[src/rtl/keypad_scanner.sv]
// 4x4 active-low matrix keypad scanner: strobes one column at a time, debounces the full
// 16-key snapshot and reports each newly pressed key as a one-cycle event with its code.
module keypad_scanner #(
    parameter int SETTLE_CYCLES  = 4,
    parameter int DEBOUNCE_SCANS = 3
) (
    input  logic        clk,
    input  logic        rst,
    input  logic [3:0]  key_row,
    output logic [3:0]  key_col,
    output logic [15:0] key_map,
    output logic        key_valid,
    output logic [3:0]  key_code,
    output logic        key_held
);

    // state | meaning
    // DRIVE | one column strobed low; rows sampled on the last settle cycle
    // EVAL  | all columns released; snapshot compared against the previous scan

    localparam int SW = (SETTLE_CYCLES > 2) ? $clog2(SETTLE_CYCLES) : 1;
    localparam int DW = (DEBOUNCE_SCANS > 2) ? $clog2(DEBOUNCE_SCANS) : 1;
    localparam logic [SW-1:0] SETTLE_LAST = SW'(SETTLE_CYCLES - 1);
    localparam logic [DW-1:0] STABLE_MAX  = DW'(DEBOUNCE_SCANS - 1);

    typedef enum logic {DRIVE, EVAL} state_t;

    state_t        state, state_nxt;
    logic [1:0]    col, col_nxt;
    logic [SW-1:0] settle, settle_nxt;

    logic          sample_en;
    logic          eval_en;
    logic [3:0]    col_drive_nxt;

    logic [15:0]   raw;
    logic [15:0]   prev_raw;
    logic [DW-1:0] stable_cnt;
    logic [DW-1:0] stable_nxt;
    logic          map_load;
    logic [15:0]   new_keys;
    logic [3:0]    new_code;

    always_ff @(posedge clk or posedge rst) begin
        if (rst) begin
            state  <= DRIVE;
            col    <= 2'd0;
            settle <= '0;
        end else begin
            state  <= state_nxt;
            col    <= col_nxt;
            settle <= settle_nxt;
        end
    end

    always_comb begin
        state_nxt  = state;
        col_nxt    = col;
        settle_nxt = settle;
        case (state)
            DRIVE: begin
                if (settle == SETTLE_LAST) begin
                    settle_nxt = '0;
                    if (col == 2'd3) begin
                        state_nxt = EVAL;
                    end else begin
                        col_nxt = col + 2'd1;
                    end
                end else begin
                    settle_nxt = settle + SW'(1);
                end
            end
            EVAL: begin
                state_nxt = DRIVE;
                col_nxt   = 2'd0;
            end
            default: begin
                state_nxt  = DRIVE;
                col_nxt    = 2'd0;
                settle_nxt = '0;
            end
        endcase
    end

    // Strobe pattern is computed from the next state so key_col is a clean register
    always_comb begin
        sample_en     = (state == DRIVE) && (settle == SETTLE_LAST);
        eval_en       = (state == EVAL);
        col_drive_nxt = 4'b1111;
        if (state_nxt == DRIVE) begin
            col_drive_nxt = ~(4'b0001 << col_nxt);
        end
    end

    always_comb begin
        stable_nxt = '0;
        if (raw == prev_raw) begin
            stable_nxt = (stable_cnt == STABLE_MAX) ? stable_cnt : stable_cnt + DW'(1);
        end
        map_load = eval_en && (stable_nxt == STABLE_MAX);
        new_keys = raw & ~key_map;
    end

    // Lowest set bit wins when several keys become pressed in the same scan
    always_comb begin
        new_code = 4'd0;
        for (int i = 15; i >= 0; i--) begin
            if (new_keys[i]) new_code = 4'(i);
        end
    end

    always_ff @(posedge clk or posedge rst) begin
        if (rst) begin
            key_col    <= 4'b1111;
            raw        <= '0;
            prev_raw   <= '0;
            stable_cnt <= '0;
            key_map    <= '0;
            key_valid  <= 1'b0;
            key_code   <= 4'd0;
        end else begin
            key_col   <= col_drive_nxt;
            key_valid <= 1'b0;
            if (sample_en) begin
                raw[{col, 2'b00} +: 4] <= ~key_row;
            end
            if (eval_en) begin
                stable_cnt <= stable_nxt;
                prev_raw   <= raw;
            end
            if (map_load) begin
                key_map <= raw;
                if (new_keys != 16'd0) begin
                    key_valid <= 1'b1;
                    key_code  <= new_code;
                end
            end
        end
    end

    assign key_held = |key_map;

endmodule

[config.mk]
export PLATFORM = sky130hd
export DESIGN_NAME = keypad_scanner
export DESIGN_NICKNAME = d
export VERILOG_FILES = /design/src/rtl/keypad_scanner.sv
export SDC_FILE = /design/constraint.sdc
export NUM_CORES = 1
export LEC_CHECK = 0
export ABC_AREA = 0
export CORE_MARGIN = 2
export CORE_UTILIZATION = 50
export DETAILED_ROUTE_END_ITERATION = 12
export PLACE_DENSITY = 0.78
export SLEW_MARGIN = 20
export SYNTH_ARGS = -nofsm -noshare
export SYNTH_HDL_FRONTEND = slang
export SYNTH_SLANG_ARGS = --single-unit
[constraint.sdc]
create_clock -name clk -period 1.9 [get_ports clk]
set_input_delay 0.285 -clock clk [delete_from_list [all_inputs] [get_ports clk]]
set_output_delay 0.285 -clock clk [all_outputs]
set_load 0.01 [all_outputs]
==> results of run 1 <==
## report_power, final
part           internal, µW  total, µW  switching, µW  leakage, µW
clock network           774       1270            494     0.000108
registers              1400       1420           24.6     0.000788
logic                   103        215            112     0.000927
total                  2280       2910            630      0.00182
## Yosys cell counts (all sizes together), types with 2 or more instances
master | n | area (µm²)
dfrtp | 60 | 1500
nand2 | 35 | 131
mux2 | 32 | 372
inv | 15 | 56.3
nor2b | 13 | 81.3
xnor2 | 13 | 114
o41ai | 12 | 105
nand2b | 10 | 62.6
o21ai | 10 | 50.0
ha | 9 | 113
nor4 | 6 | 43.8
nor2 | 5 | 18.8
dfstp | 4 | 105
nand4 | 4 | 25.0
a22o | 3 | 26.3
a31oi | 3 | 18.8
buf | 3 | 17.5
clkbuf | 3 | 11.3
nand3 | 3 | 15.0
nor3 | 3 | 15.0
or3 | 3 | 23.8
and2 | 2 | 12.5
o211ai | 2 | 15.0
## per-layer routing
layer	up-vias	part of all wire
met5	-	0
met1	1124	0.44
met4	0	0.010
met3	7	0.049
met2	65	0.50
li1	1102	-
## final cells by class
class	count	area share
Timing Repair Buffer	66	0.147
Sequential cell	64	0.404
Inverter	15	0.0142
Clock buffer	13	0.0375
Multi-Input combinational cell	184	0.357
Tap cell	75	0.0236
Clock inverter	3	0.0164
## kinds of logic after synthesis
| kind of cell | synth area share |
|---|---|
| and+or+nand+nor | 0.148 |
| muxes | 0.124 |
| adders and majority gates | 0.0366 |
| xor gates and xnor gates | 0.0370 |
| buffers and inverters | 0.0277 |
| DFF | 0.522 |
| AOI/OAI and AO/OA | 0.105 |
## worst max-delay path, delay by kind of cell (launching register included)
family,cells,cell delay [ps]
simple gates,3,560
flops,1,370
compound gates,2,550
mux,1,310
## sequential cells by signal (all words and copies together) (netlist names)
| register | count |
|---|---|
| key_map | 16 |
| prev_raw | 16 |
| raw | 16 |
| key_code | 4 |
| key_col | 4 |
| col | 2 |
| settle | 2 |
| stable_cnt | 2 |
| eval_en | 1 |
| key_valid | 1 |
## worst paths after layout
check,startpoint,to,slack (ps),depth (start not counted)
setup / recovery,prev_raw[10]$_DFFE_PP0P_,key_code[1]$_DFFE_PP0P_,-10,6
hold reg to reg,key_code[3]$_DFFE_PP0P_,key_code[3]$_DFFE_PP0P_,490,1
setup reg to reg,prev_raw[10]$_DFFE_PP0P_,key_code[1]$_DFFE_PP0P_,-10,6
hold / removal,rst,prev_raw[10]$_DFFE_PP0P_,230,2
min in group clk,key_code[3]$_DFFE_PP0P_,key_code[3]$_DFFE_PP0P_,490,1
max in group asynchronous,rst,key_col[1]$_DFF_PP1_,1140,3
## metrics by stage
| step | setup WS [ps] | hold slack, ps | area, µm² |
|---|---|---|---|
| after floorplan | 23.5 | 383 | 3080 |
| after global placement | -14.7 | 474 | 3700 |
| after detailed placement | -65.7 | 481 | 3700 |
| after CTS | 2.34 | 236 | 3950 |
| after global routing | -120 | 260 | 3980 |
| final | -10.4 | 232 | 3980 |
## what timing repair did
item	4_1_cts	5_1_grt
setup endpoints to repair	17	21
setup buffers	1	2
gates resized for setup	6	2
pin swaps	4	4
hold endpoints to repair	0	0
==> results.md, run 1 <==
* H-tree depth at 3
* GRT Total Usage at 0.224
* Synthesized net count at 284
* Final Cycle Share at 1.01
* Maximum VDD drop at 0.582 mV
* Register area share after synthesis at 0.522
* Worst Setup End Kind: register
* # fillers at 453
* Antenna Diode Count at 0
* Startpoint Class: register
* Mean number of vias per cell at 5.47
* Layout cells sized above 1 at 0.272
* Clock sinks at 64
* #FFs+latches synth at 64
* Avg WL per Cell at 16.2 µm
* Io pins at 32
* Util after Layout at 0.671
* Iteration-0 DRC Markers at 79
* Clock Path Buffers at 2
* Clock latency on the worst-skew pair at 340 ps
* Cell Rows at 28
* Worst Max-Slew Pin Slew at 544 ps
* Worst slew margin at 0.635
* Die W at 82.4 µm
* PnR worst setup slack at -10.4 ps
* Die H at 82.4 µm
* Commonest non-fill, non-tap cell in the layout: dfrtp_1
* Wirelength, routed at 6820 µm
* Failing checks: setup timing
* Max-cap violations at 0
* Slowest library cell on the worst path: dfrtp_1
* HP Class: in -> async
* Routed Antenna Nets at 0
* GR met2 Demand/Resource at 0.365
* Yosys cell types at 45
* Vias in the first global route at 2268
* CP peak stage delay at 370 ps
* Worst-path clk slew at 70 ps
* PwrDens at 731 nW/µm²
* Avg Cell Area, Syn at 11.4 µm²
* Routability-driven placement congestion ratio at 0.965
* WS Path Type: reg -> reg
* Pins over their slew limit at 0
* Status: finished with violations
* Number of hold violations in the final report at 0
* Final setup fails at 7
* Remaining Overflow, GRT at 0
* Total area of multi-input combinational cells at 1420 µm²
* CTS root buf: clkbuf_8
* Met3 Use GR at 0.0707
* Synth Instances at 269
* Drt first pass iters at 4
* Initial antenna violation count at 0
* Vias at 2298
* Layout area overhead at 29.3%
* Post-placement cell count at 401
* Most used DFF post-synth: dfrtp_1
* Port bufs at 31
* Met1 GRT Util at 0.286
* WP data required at 2120 ps
* Fin crit period at 1910 ps
* F_max at 523 MHz
* P_leak at 0.00182 µW
* Pin count of the biggest net entering global routing at 29
* Hold-fix buffers at CTS at 0
* First-pass GRT wire length at 11100 µm
* Core ar. at 5920 µm²
* Yosys warns at 0
* Cts bufs inserted at 9
* Register area at 1610 µm²
* Total power at 2910 µW
* Critical path peak fanout at 3
* Synth Cell Area at 3080 µm²
* Setup TNS at -29.1 ps
* CP Cell Sequence: nor2b_1 > a221o_1 > nor4_2 > nand4b_1 > o21bai_4 > mux2_4
* Final Non-Filler Cells at 420
* Busiest grt layer: met2
* Post-synth EDFFs at 0
* Detail Placement HPWL at 5060 µm
* WP data arrival at 2130 ps
* CTS tree: yes
* DIE AREA at 6790 µm²
* Final Skew at 8.44 ps
* # DRC at 0
* Async SR Flop Fraction at 1.00
* Commonest cells after routing, fill and taps aside: dfrtp_1, nand2_1, buf_4, clkdlybuf4s50_1, mux2_2
* Starting density of the core at 0.519
* Layout Nets at 355
* RSZ-0062 raised after global routing: true
No activity file was read; power rests on OpenSTA's default activity.
==> run 2, diff against run 1 <==
CTS_BUF_LIST = sky130_fd_sc_hd__clkbuf_4 sky130_fd_sc_hd__clkbuf_8   (was unset)
SETUP_SLACK_MARGIN = 0.02   (was unset)
==> run 2 against run 1 <==
The flow still finishes with violations (setup timing). Setup slack improved by 3.2 ps. Final cell count unchanged. Hold slack hardly changed. Clock power up 3%. First-iteration DRC count is the same. Sequential power about the same. Clock-buffer cell count did not move. Cell area up 0.41%. Register-to-register slack about the same. Total power rose by 1.5%.
==> results.md, run 2 (synthesis results as in run 1) <==
* Status: finished with violations (unchanged)
* Failing checks: setup timing (unchanged)
* Die H at 82.4 µm (unchanged)
* Final Cycle Share at 1.00 (was 1.01)
* Die W at 82.4 µm (unchanged)
* PwrDens at 739 nW/µm² (was 731 nW/µm²)
* Clock power share at 0.444 (was 0.436)
* Worst Max-Slew Pin Slew at 544 ps (unchanged)
* Cell Rows at 28 (unchanged)
* Clock latency on the worst-skew pair at 340 ps (about the same)
* Commonest cells after routing, fill and taps aside: dfrtp_1, nand2_1, buf_4, clkdlybuf4s50_1, mux2_2 (unchanged)
* Sw Share at 0.213 (was 0.217)
* Max-cap violations at 0 (unchanged)
* F_max at 524 MHz (was 523 MHz)
* First-pass GRT wire length at 11100 µm (about the same)
* Combinational Power Share at 0.073 (was 0.074)
* Core ar. at 5920 µm² (unchanged)
* Routability-driven placement congestion ratio at 0.965 (unchanged)
* Worst-path clk slew at 70 ps (about the same)
* CP peak stage delay at 370 ps (about the same)
* CTS root buf: clkbuf_8 (unchanged)
* Top Registers: key_map x16, prev_raw x16, raw x16 (unchanged)
* Worst slew margin at 0.635 (unchanged)
* H-tree depth at 3 (unchanged)
* Clock sinks at 64 (unchanged)
* Port bufs at 31 (unchanged)
* # DRC at 0 (unchanged)
* WP data required at 2120 ps (about the same)
* Post-placement cell count at 401 (unchanged)
* Number of hold violations in the final report at 0 (unchanged)
* HP Class: in -> async (unchanged)
* Psw at 629 µW (was 630 µW)
* Layout Nets at 355 (unchanged)
* WS Path Type: reg -> reg (unchanged)
* Routed Antenna Nets at 0 (unchanged)
* Drt first pass iters at 4 (unchanged)
* Register share of total power at 0.483 (was 0.490)
* Critical path peak fanout at 17 (was 3)
* Layout area overhead at 29.8% (was 29.3%)
* Pre-CTS WS at -65.7 ps (unchanged)
* Final Skew at 8.21 ps (was 8.44 ps)
* CP Cell Sequence: nor2b_1 > a221o_1 > nor4_2 > nand4b_1 > buf_4 > mux2_2 (was nor2b_1 > a221o_1 > nor4_2 > nand4b_1 > o21bai_4 > mux2_4)
* Avg WL per Cell at 16.3 µm (was 16.2 µm)
* WP data arrival at 2130 ps (about the same)
* Cts bufs inserted at 9 (unchanged)
* Clock Path Buffers at 2 (unchanged)
* CTS tree: yes (unchanged)
* P_leak at 0.00184 µW (was 0.00182 µW)
* Vias in the first global route at 2279 (was 2268)
* Worst Setup End Kind: register (unchanged)
* Internal power at 2320 µW (was 2280 µW)
* Pin count of the biggest net entering global routing at 29 (unchanged)
* Initial antenna violation count at 0 (unchanged)
* DIE AREA at 6790 µm² (unchanged)
* Maximum VDD drop at 0.577 mV (was 0.582 mV)
* Final Non-Filler Cells at 420 (unchanged)
* WP buf/inv at 1 (was 0)
* Setup TNS at -14.7 ps (was -29.1 ps)
* PnR worst setup slack at -7.21 ps (was -10.4 ps)
* Pins over their slew limit at 0 (unchanged)
* Util after Layout at 0.674 (was 0.671)
* Mean number of vias per cell at 5.55 (was 5.47)
* Wirelength, routed at 6840 µm (was 6820 µm)
* Remaining Overflow, GRT at 0 (unchanged)
* Commonest non-fill, non-tap cell in the layout: dfrtp_1 (unchanged)
* Detail Placement HPWL at 5060 µm (unchanged)
* Startpoint Class: register (unchanged)
* Fin crit period at 1910 ps (about the same)
* Slowest library cell on the worst path: dfrtp_1 (unchanged)
* Layout cells sized above 1 at 0.281 (was 0.272)
* Hold WS at 231 ps (was 232 ps)
* Io pins at 32 (unchanged)
* Starting density of the core at 0.519 (unchanged)
* Delay-heaviest family, CP: simple AND/OR/NAND/NOR gates (unchanged)
* Final setup fails at 3 (was 7)
* RSZ-0062 raised after global routing: true (unchanged)
* Iteration-0 DRC Markers at 79 (unchanged)
* Vias at 2331 (was 2298)
* Antenna Diode Count at 0 (unchanged)
* GRT Total Usage at 0.223 (was 0.224)
[run 2: worst paths after layout]
path,cells after the start,from,end,slack (ps)
min in group clk,1,key_code[3]$_DFFE_PP0P_,key_code[3]$_DFFE_PP0P_,490
worst min register to register,1,key_code[3]$_DFFE_PP0P_,key_code[3]$_DFFE_PP0P_,490
max in group asynchronous,3,rst,key_col[1]$_DFF_PP1_,1140
worst min-delay path,2,rst,prev_raw[10]$_DFFE_PP0P_,230
worst max-delay path,6,prev_raw[10]$_DFFE_PP0P_,key_map[13]$_DFFE_PP0P_,-7
worst max register to register,6,prev_raw[10]$_DFFE_PP0P_,key_map[13]$_DFFE_PP0P_,-7
[run 2: through the flow]
stage / power [µW] / cell area, µm²
final: 2950 / 3990
after global routing: 3060 / 3990
after CTS: 2980 / 3970
after detailed placement: 1660 / 3700
after global placement: 1650 / 3700
after floorplan: 1560 / 3080
[run 2: area by class of cell]
type	count	area (µm²)
Clock buffer	13	160
Clock inverter	3	65.1
Fill cell	449	1930
Inverter	15	56.3
Multi-Input combinational cell	184	1430
Sequential cell	64	1610
Tap cell	75	93.8
Timing Repair Buffer	66	584
[run 2: metal layers]
layer | track usage | up-vias | routed length, µm
met1 | 0.286 | 1133 | 2930
met4 | 0.0667 | 0 | 95
met3 | 0.0641 | 11 | 406
met5 | 0 | - | 0
li1 | - | 1100 | -
met2 | 0.368 | 87 | 3410
[run 2: power groups by stage]
stage,Sequential [µW],Combinational (µW),Clock (µW)
after floorplan,1450,113,0
after global placement,1440,207,0
after detailed placement,1450,211,0
after CTS,1420,218,1340
after global routing,1420,240,1400
final,1420,216,1310
[run 2: repair_timing]
item,4_1_cts,5_1_grt
hold endpoints to repair,0,0
pin swaps,6,9
endpoints found under the setup margin,17,24
cloned,0,0
hold buffers,0,0
buffers inserted,1,2
gates resized for setup,8,1
==> run 3, diff against run 2 <==
CORE_UTILIZATION = 37   (was 50)
PLACE_DENSITY = 0.62   (was 0.78)
==> run 3 against run 2 <==
The run still ends with setup timing left. Clock power shrank 14%. Non-clock buffer count shrank 4. Combinational power is essentially flat. Sequential power is essentially flat. Global-route usage shrank 5.4 points. Sequential share of layout area grew 0.15 points. Maximum frequency shrank 0.25%. Via count shrank 2.3%. Clock-buffer cell count grew 3. Final cell count grew 6.2%. First-iteration DRC count grew 65%. Critical path type unchanged. Largest power group unchanged.
==> results.md, run 3 (synthesis results as in run 1) <==
* Register share of total power at 0.514 (was 0.483)
* Status: finished with violations (unchanged)
* RSZ-0062 raised after global routing: true (unchanged)
* Setup slack, reg-to-reg at -10 ps (was -7 ps)
* PnR worst setup slack at -12.0 ps (was -7.21 ps)
* Hold-fix buffers at CTS at 0 (unchanged)
* Final Skew at 4.63 ps (was 8.21 ps)
* P_leak at 0.00180 µW (was 0.00184 µW)
* Internal power at 2140 µW (was 2320 µW)
* Io pins at 32 (unchanged)
* Routed Antenna Nets at 0 (unchanged)
* Detail Placement HPWL at 5210 µm (was 5060 µm)
* Commonest cells after routing, fill and taps aside: dfrtp_1, nand2_1, clkdlybuf4s50_1, mux2_2, buf_4 (was dfrtp_1, nand2_1, buf_4, clkdlybuf4s50_1, mux2_2)
* Starting density of the core at 0.378 (was 0.519)
* HP Class: in -> async (unchanged)
* Layout area overhead at 29.3% (was 29.8%)
* Initial antenna violation count at 0 (unchanged)
* Vias in the first global route at 2255 (was 2279)
* PwrDens at 695 nW/µm² (was 739 nW/µm²)
* Final Cycle Share at 1.01 (was 1.00)
* Number of hold violations in the final report at 0 (unchanged)
* R2r startpoint: prev_raw[15]$_DFFE_PP0P_ (was prev_raw[10]$_DFFE_PP0P_)
* Failing checks: setup timing (unchanged)
* Clock power share at 0.407 (was 0.444)
* Iteration-0 DRC Markers at 130 (was 79)
* Cell Rows at 33 (was 28)
* Dpl cell area at 3740 µm² (was 3700 µm²)
* Clock latency on the worst-skew pair at 340 ps (about the same)
* Critical path peak fanout at 3 (was 17)
* Drt first pass iters at 4 (unchanged)
* Antenna Diode Count at 0 (unchanged)
* Worst reg2reg path endpoint: key_code[0]$_DFFE_PP0P_ (was key_map[13]$_DFFE_PP0P_)
* Pins over their slew limit at 0 (unchanged)
* Layout Nets at 351 (was 355)
* DIE AREA at 9060 µm² (was 6790 µm²)
* CP peak stage delay at 410 ps (was 370 ps)
* Clock sinks at 64 (unchanged)
* Worst slew margin at 0.610 (was 0.635)
* WP buf/inv at 1 (unchanged)
* Die H at 95.2 µm (was 82.4 µm)
* Startpoint Class: register (unchanged)
* Setup TNS at -24.9 ps (was -14.7 ps)
* Worst-path clk slew at 60 ps (was 70 ps)
* CP Cell Sequence: xnor2_2 > nand4_1 > nor3_2 > buf_4 > nand4b_1 > o21bai_4 > mux2_4 (was nor2b_1 > a221o_1 > nor4_2 > nand4b_1 > buf_4 > mux2_2)
* Final setup fails at 3 (unchanged)
* Combinational Power Share at 0.079 (was 0.073)
* Delay-heaviest family, CP: simple AND/OR/NAND/NOR gates (unchanged)
* Layout cells sized above 1 at 0.270 (was 0.281)
* Clock Path Buffers at 2 (unchanged)
* Routability-driven placement congestion ratio at 0.806 (was 0.965)
* Vias at 2277 (was 2331)
* Max-cap violations at 0 (unchanged)
* # DRC at 0 (unchanged)
* CTS tree: yes (unchanged)
* WP data required at 2130 ps (was 2120 ps)
* Core ar. at 8130 µm² (was 5920 µm²)
* Reg2Reg Depth at 7 (was 6)
* Sw Share at 0.224 (was 0.213)
* GRT Total Usage at 0.170 (was 0.223)
* Psw at 620 µW (was 629 µW)
* Port bufs at 31 (unchanged)
* CTS root buf: clkbuf_8 (unchanged)
* WP data arrival at 2140 ps (was 2130 ps)
* Pin count of the biggest net entering global routing at 30 (was 29)
* Wirelength, routed at 6820 µm (was 6840 µm)
* F_max at 523 MHz (was 524 MHz)
* Fin crit period at 1910 ps (about the same)
* Slowest library cell on the worst path: dfrtp_1 (unchanged)
* First-pass GRT wire length at 11400 µm (was 11100 µm)
* Maximum VDD drop at 0.341 mV (was 0.577 mV)
* Die W at 95.2 µm (was 82.4 µm)
* Hold WS at 276 ps (was 231 ps)
* WS Path Type: reg -> reg (unchanged)
* Cts bufs inserted at 9 (unchanged)
* Finished Cell Area at 3980 µm² (was 3990 µm²)
* Worst Max-Slew Pin Slew at 582 ps (was 544 ps)
* Remaining Overflow, GRT at 0 (unchanged)
* Worst Setup End Kind: register (unchanged)
* Commonest non-fill, non-tap cell in the layout: dfrtp_1 (unchanged)
* Top Registers: key_map x16, prev_raw x16, raw x16 (unchanged)
* Mean number of vias per cell at 5.11 (was 5.55)
* H-tree depth at 3 (unchanged)
* Avg WL per Cell at 15.3 µm (was 16.3 µm)
==> run 3: cell type report <==
class / count / area [µm²]
Clock buffer: 16 / 195
Fill cell: 761 / 4160
Inverter: 15 / 56.3
Multi-Input combinational cell: 184 / 1420
Sequential cell: 64 / 1610
Tap cell: 105 / 131
Timing Repair Buffer: 62 / 567
==> run 3: worst max-delay path by stage <==
stage,start,depth (start not counted),endpoint
after CTS,raw[15]$_DFFE_PP0P_,7,key_code[0]$_DFFE_PP0P_
after detailed placement,raw[4]$_DFFE_PP0P_,7,key_code[0]$_DFFE_PP0P_
after global routing,prev_raw[15]$_DFFE_PP0P_,7,key_code[0]$_DFFE_PP0P_
after floorplan,rst,1,col[0]$_DFF_PP0_
after global placement,raw[4]$_DFFE_PP0P_,7,key_code[1]$_DFFE_PP0P_
final,prev_raw[15]$_DFFE_PP0P_,7,key_code[0]$_DFFE_PP0P_
==> run 3: metrics by stage <==
stage	setup slack (ps)	total power (µW)	instances	utilization
global route	-114	2890	446	0.489
floorplan	23.5	1560	269	-
global placement	-16.7	1660	429	0.460
detailed placement	-36.6	1660	429	0.460
CTS	-26.6	2800	446	0.488
finish	-12.0	2760	446	0.489
==> run 3: what timing repair did <==
item                                    CTS  global route
gates resized for setup                   5             2
setup buffers                             1             0
pin swaps                                 3             2
endpoints found under the setup margin   18            28
==> run 3: layer usage <==
metal | share of wire | track usage | up-vias
met4 | 0.022 | 0.0954 | 0
met2 | 0.47 | 0.259 | 48
li1 | - | - | 1093
met3 | 0.036 | 0.0253 | 11
met1 | 0.48 | 0.230 | 1125
met5 | 0 | 0 | -
==> run 3: power groups by stage <==
stage          combinational (µW)  sequential, µW  clock, µW
2_1_floorplan                 113            1450          0
3_3_place_gp                  214            1440          0
3_5_place_dp                  216            1450          0
4_1_cts                       221            1420       1160
5_1_grt                       241            1420       1230
6_report                      217            1420       1130
